`config.mk`:
```
export PLATFORM = sky130hd
export DESIGN_NAME = sdp_y_core_cfg_triosy_ctrl
export DESIGN_NICKNAME = d
export VERILOG_FILES = /design/src/rtl/sdp_y_core_cfg_triosy_ctrl.sv
export SDC_FILE = /design/constraint.sdc
export NUM_CORES = 1
export LEC_CHECK = 0
export ABC_CLOCK_PERIOD_IN_PS = 5100
export BUFFER_PORTS_ARGS = -buffer_cell sky130_fd_sc_hd__buf_2
export CORE_UTILIZATION = 58
export DETAILED_ROUTE_END_ITERATION = 6
export PLACE_DENSITY = 0.95
export SLEW_MARGIN = 25
export SYNTH_ARGS = -nofsm -noshare
export SYNTH_HDL_FRONTEND = slang
export SYNTH_SLANG_ARGS = --single-unit
```
`constraint.sdc`:
```
create_clock -name nvdla_core_clk -period 5.1 [get_ports nvdla_core_clk]
set_clock_uncertainty 0.2 [all_clocks]
set_input_delay 1.02 -clock nvdla_core_clk [delete_from_list [all_inputs] [get_ports nvdla_core_clk]]
set_output_delay 1.02 -clock nvdla_core_clk [all_outputs]
set_load 0.05 [all_outputs]
```
`src/rtl/sdp_y_core_cfg_triosy_ctrl.sv`:
```
// Completion sequencer for the SDP Y-core config triosy objects: fires each
// participating object's lz, collects accepts, then returns one done_ack.
module sdp_y_core_cfg_triosy_ctrl #(
    parameter int unsigned NUM_OBJ = 4,
    parameter int unsigned CNT_W   = 16
) (
    input  logic               nvdla_core_clk,
    input  logic               nvdla_core_rstn,
    input  logic               clr,
    input  logic [NUM_OBJ-1:0] obj_en,
    input  logic               done_req,
    output logic               done_ack,
    output logic [NUM_OBJ-1:0] obj_lz,
    input  logic [NUM_OBJ-1:0] obj_vz,
    input  logic               core_stall,
    output logic               busy,
    output logic [CNT_W-1:0]   layer_cnt,
    output logic [CNT_W-1:0]   wait_cnt,
    output logic               proto_err
);

    typedef enum logic [1:0] {
        IDLE,
        ISSUE,
        HOLD
    } state_t;

    localparam logic [CNT_W-1:0] WAIT_MAX = '1;

    state_t             state, state_nxt;
    logic [NUM_OBJ-1:0] pend, pend_nxt;
    logic [NUM_OBJ-1:0] mask, mask_nxt;
    logic [CNT_W-1:0]   layer_nxt, wait_nxt;
    logic               err_nxt;

    always_ff @(posedge nvdla_core_clk or negedge nvdla_core_rstn) begin
        if (!nvdla_core_rstn) begin
            state     <= IDLE;
            pend      <= '0;
            mask      <= '0;
            layer_cnt <= '0;
            wait_cnt  <= '0;
            proto_err <= 1'b0;
        end else begin
            state     <= state_nxt;
            pend      <= pend_nxt;
            mask      <= mask_nxt;
            layer_cnt <= layer_nxt;
            wait_cnt  <= wait_nxt;
            proto_err <= err_nxt;
        end
    end

    always_comb begin
        state_nxt = state;
        pend_nxt  = pend;
        mask_nxt  = mask;
        layer_nxt = layer_cnt;
        wait_nxt  = wait_cnt;
        err_nxt   = proto_err;
        done_ack  = 1'b0;
        obj_lz    = '0;
        busy      = (state != IDLE);

        // Any accept on a bit that is not currently pending is a protocol error.
        if (busy && ((obj_vz & ~pend) != '0)) begin
            err_nxt = 1'b1;
        end
        if (busy && (wait_cnt != WAIT_MAX)) begin
            wait_nxt = wait_cnt + CNT_W'(1);
        end

        case (state)
            IDLE: begin
                if (done_req) begin
                    mask_nxt  = obj_en;
                    pend_nxt  = obj_en;
                    wait_nxt  = '0;
                    state_nxt = (obj_en != '0) ? ISSUE : HOLD;
                end
            end
            ISSUE: begin
                obj_lz   = pend & mask;
                pend_nxt = pend & ~obj_vz;
                if (pend_nxt == '0) begin
                    state_nxt = HOLD;
                end
            end
            HOLD: begin
                if (!core_stall) begin
                    done_ack  = 1'b1;
                    layer_nxt = layer_cnt + CNT_W'(1);
                    state_nxt = IDLE;
                end
            end
            default: state_nxt = IDLE;
        endcase

        // Clear overrides everything, including this cycle's outputs.
        if (clr) begin
            state_nxt = IDLE;
            pend_nxt  = '0;
            mask_nxt  = '0;
            layer_nxt = '0;
            wait_nxt  = '0;
            err_nxt   = 1'b0;
            done_ack  = 1'b0;
            obj_lz    = '0;
        end
    end

endmodule

```
-- Word level (Yosys, flattened, before mapping)
Cells that the tools add are included.
W data, S select, Z words.
- flip-flop bits (word level): 43
- input port bits: 13
- word-level logic and storage cells: 61
- output and inout bits: 39
- bitwise operators: 5
- reductions and logical operators: 16
- add/sub/neg operators: 2
- mux-type cells: 25
- equal/unequal tests: 7
- operators with widths (cell ; count):
    $mux W16 ; 7
    $add A16 B1 Y16 const B ; 2
    $mux W4 ; 6
    $ne A16 B16 Y1 const B ; 1
    $and A4 B4 Y4 ; 3
    $mux W2 ; 5
    $reduce_bool A2 Y1 ; 5
    $ne A3 B3 Y1 const B ; 3
    $not A4 Y4 ; 2
    $pmux W4 S2 ; 1
    $reduce_bool A4 Y1 ; 2
    $pmux W2 S3 ; 1
    $reduce_and A2 Y1 ; 3
    $mux W1 ; 5
    $logic_not A4 Y1 ; 1
    $reduce_and A3 Y1 ; 1
    $reduce_bool A3 Y1 ; 1
    $eq A2 B1 Y1 const B ; 1
    $eq A2 B2 Y1 const B ; 1
    $logic_and A1 B1 Y1 ; 2
    $logic_not A2 Y1 ; 1
    $ne A2 B2 Y1 const B ; 1

-- Longest topological paths before layout
- depth in word-level cells: 6
- depth in mapped cells: 7
- gate-level depth less buffers: 5

-- Worst setup path before layout
No wires, ideal clock.
- kind: input port to output port
- from: in core_stall
- to: out done_ack
- arrival: 2158 ps
- setup slack: 1722 ps
- required time: 3880 ps
- cell stages on the path: 3
- cell sequence: or3b_1 > buf_2 > nor2_1
- word-level cells in the longest chain between the ends: 3
- RTL lines (element ; line ; RTL):
    start, declared ; 15 ; input logic core_stall,
    $mux W1 ; 90 ; if (!core_stall) begin
    $mux W1 ; 73 ; case (state)
    $mux W1 ; 100 ; if (clr) begin
    end, declared ; 12 ; output logic done_ack,
No other way between the ends.

-- Final worst setup path
- from: in clr
- to: out obj_lz[2]
- word-level cells in the longest chain between the ends: 1
- RTL lines (element ; line ; RTL):
    start, declared ; 9 ; input logic clr,
    $mux W4 ; 100 ;
    end, declared ; 13 ; output logic [NUM_OBJ-1:0] obj_lz,
No other way between the ends.

==> impl_metrics.env <==
export IMPL_grt_max_degree=44
export IMPL_grt_remaining_overflow=0
export IMPL_placed_cells=338
export IMPL_fillers=305
export IMPL_dieHeight_um=65.2
export IMPL_portBuffers=51
export IMPL_synth_warnings=0
export IMPL_ir_drop_mv=0.164
export IMPL_die_area_mm2=0.00425
export IMPL_final_util_pct=71.6
export IMPL_place_ws_ns=1.81
export IMPL_tritoncts="done"
export IMPL_ctsHoldBuffers=0
export IMPL_cts_root_buf="clkbuf_8"
export IMPL_yosys_area_share_simple_pct=26.8
export IMPL_via_per_inst=6.25
export IMPL_min_period_over_period_pct=64.1
export IMPL_die_w_um=65.2
export IMPL_synth_area_mm2=0.00232
export IMPL_fin_crit_ns=3.27
export IMPL_final_max_slew_viol_count=0
export IMPL_row_count=22
export IMPL_total_power_uw=679
export IMPL_drtAntennaViolNets=0
export IMPL_synthAdderAreaFrac_pct=1.08
export IMPL_cp_start_kind="input port"
export IMPL_crit_arrival_ns=2.05
export IMPL_post_cts_resized=0
export IMPL_start_util_pct=61.9
export IMPL_layout_cells_non_filler=346
export IMPL_grtUsageTotal_pct=27.0
export IMPL_worst_slew_pin_slew_ns=0.964
export IMPL_fin_hold_ws_ns=0.329
export IMPL_regArea_mm2=0.00108
export IMPL_synth_mux_area_share_pct=2.59
export IMPL_vias=2162
export IMPL_synth_fp_nets=265
export IMPL_layout_common_cells="buf_2, dfrtp_1, nand2_1"
export IMPL_setup_viol=0
export IMPL_avgRoutedWirePerCell_um=15.2
export IMPL_max_freq_ghz=0.306
export IMPL_leakagePower_nw=1.18
export IMPL_clockBufferDepth=2
export IMPL_setup_slack_ns=1.83
export IMPL_coreArea_mm2=0.00374
export IMPL_diodes=0
export IMPL_synth_avg_cell_area_um2=9.26
export IMPL_cts_clk_slew_worst_paths_ns=0.08
export IMPL_relSlewSlack_pct=35.6
export IMPL_dp_hpwl_um=3600
export IMPL_globalplace_congestion=0.852
export IMPL_crit_fanout=33
export IMPL_nNetsFinal=312
export IMPL_synth_xor_area_share_pct=2.65
export IMPL_crit_required_ns=3.88
export IMPL_stdcell_area_mm2=0.00268
export IMPL_worstSetupPathType="in -> out"
export IMPL_grt_pass1_vias=1925
export IMPL_final_common_cell="buf_2"
export IMPL_synth_top_family_by_area="simple AND/OR/NAND/NOR gates"
export IMPL_post_cts_setup_buffers=0
export IMPL_wl_um=5260
export IMPL_hp_class="reg -> reg"
export IMPL_hold_violations=0
export IMPL_grt_first_pass_wirelength_um=8790
export IMPL_numCtsBuffers=5
export IMPL_synth_seq_area_share_pct=46.5
export IMPL_clock_sinks=43
export IMPL_area_growth_synth_to_final_pct=15.8
export IMPL_synth_cell_types=42
export IMPL_clk_insertion_delay_late_ns=0.31
export IMPL_tns_ns=0
export IMPL_htree_levels=2
export IMPL_drtPass1Iterations=4
export IMPL_power_density_mw_per_mm2=253
export IMPL_drcViolationCount=0
export IMPL_synth_seq_cells=43
export IMPL_drt_iter0_markers=137
export IMPL_dpl_cell_area_mm2=0.00258
export IMPL_drv_cap=0
export IMPL_rsz0062_at_grt="no"
export IMPL_drive_gt1_share_pct=21.5
export IMPL_synth_compound_area_share_pct=17.4
export IMPL_num_io_pins=52
export IMPL_multi_input_area_mm2=0.00118
export IMPL_synth_cells=250
export IMPL_grt_antenna_before_repair=0
export IMPL_end_kind="output pin"
export IMPL_status="completed"
worst max-delay path, stage by stage:
cell and delay (ns):
buf_2 0.45, nor2_1 0.16, and3_1 0.22, buf_2 0.21
flip-flops by register name (all words and copies together), names as in the netlist:
name,flops
mask,4
proto_err,1
wait_cnt,16
layer_cnt,16
pend,4
state,2
logic make-up (layout without fill, tap and decap cells):
group                    Yosys count  count (layout)
multiplexers                       6               6
flip-flops                        43              43
buffers and inverters             17              65
adder cells (fa/ha/maj)            2               2
AO/OA/AOI/OAI                     61              61
AND/OR/NAND/NOR                  114             114
XOR/XNOR                           7               7
final timing paths:
check	slack (ns)	start	cells past startpoint	end
worst max-delay path	1.83	clr	4	obj_lz[2]
worst min-delay path	0.33	wait_cnt[7]$_DFF_PN0_	1	wait_cnt[7]$_DFF_PN0_
worst max register to register	2.38	state[0]$_DFFE_PN0P_	4	layer_cnt[15]$_DFFE_PN0P_
worst min register to register	0.33	wait_cnt[7]$_DFF_PN0_	1	wait_cnt[7]$_DFF_PN0_
max in group asynchronous	3.85	nvdla_core_rstn	1	mask[3]$_DFFE_PN0P_
min in group asynchronous	0.49	nvdla_core_rstn	1	wait_cnt[14]$_DFF_PN0_
power breakdown:
part           total [mW]  switching, mW  internal, mW
logic              0.0950         0.0633        0.0317
clock network       0.219          0.124        0.0953
registers           0.365         0.0135         0.351
area by class of cell:
| cell class | instances | share of cell area (%) |
|---|---|---|
| inverter | 6 | 0.840 |
| timing repair buffer | 51 | 9.61 |
| sequential | 43 | 40.1 |
| clock buffer | 5 | 2.57 |
| tap | 48 | 2.24 |
| multi-input combinational | 190 | 43.9 |
| clock inverter | 3 | 0.747 |
per-layer routing:
metal	up-vias	GRT usage (%)	part of all wire, %
met4	0	11.4	2.8
li1	1026	-	-
met3	18	6.42	5.5
met5	-	0	0
met2	78	44.8	49
met1	1040	33.4	43
cell usage after synthesis, drive strengths merged:
master	n	area, um2
nor3	6	30.0
nor4	3	18.8
mux2i	6	60.1
o21ba	2	20.0
or4	11	82.6
dfrtp	43	1080
nand2b	10	62.6
nand3b	1	7.51
nand4	7	43.8
inv	6	22.5
ha	2	25.0
or3b	2	17.5
a211oi	3	22.5
and4	2	17.5
nand3	13	65.1
a21oi	18	90.1
and3	4	25.0
or2	1	6.26
o31a	2	17.5
o21a	2	15.0
a31oi	1	6.26
or3	11	68.8
o32a	1	10.0
o31ai	9	67.6
xnor2	5	43.8
a41oi	1	8.76
o41ai	1	8.76
nand2	20	75.1
nor2	19	71.3
and2	1	6.26
o311ai	1	8.76
o22a	3	26.3
buf	3	17.5
clkbuf	8	30.0
o21ai	14	70.1
xor2	2	17.5
nor3b	3	22.5
a311oi	1	8.76
o2111a	2	22.5
Power figures use the tool's default switching activity.
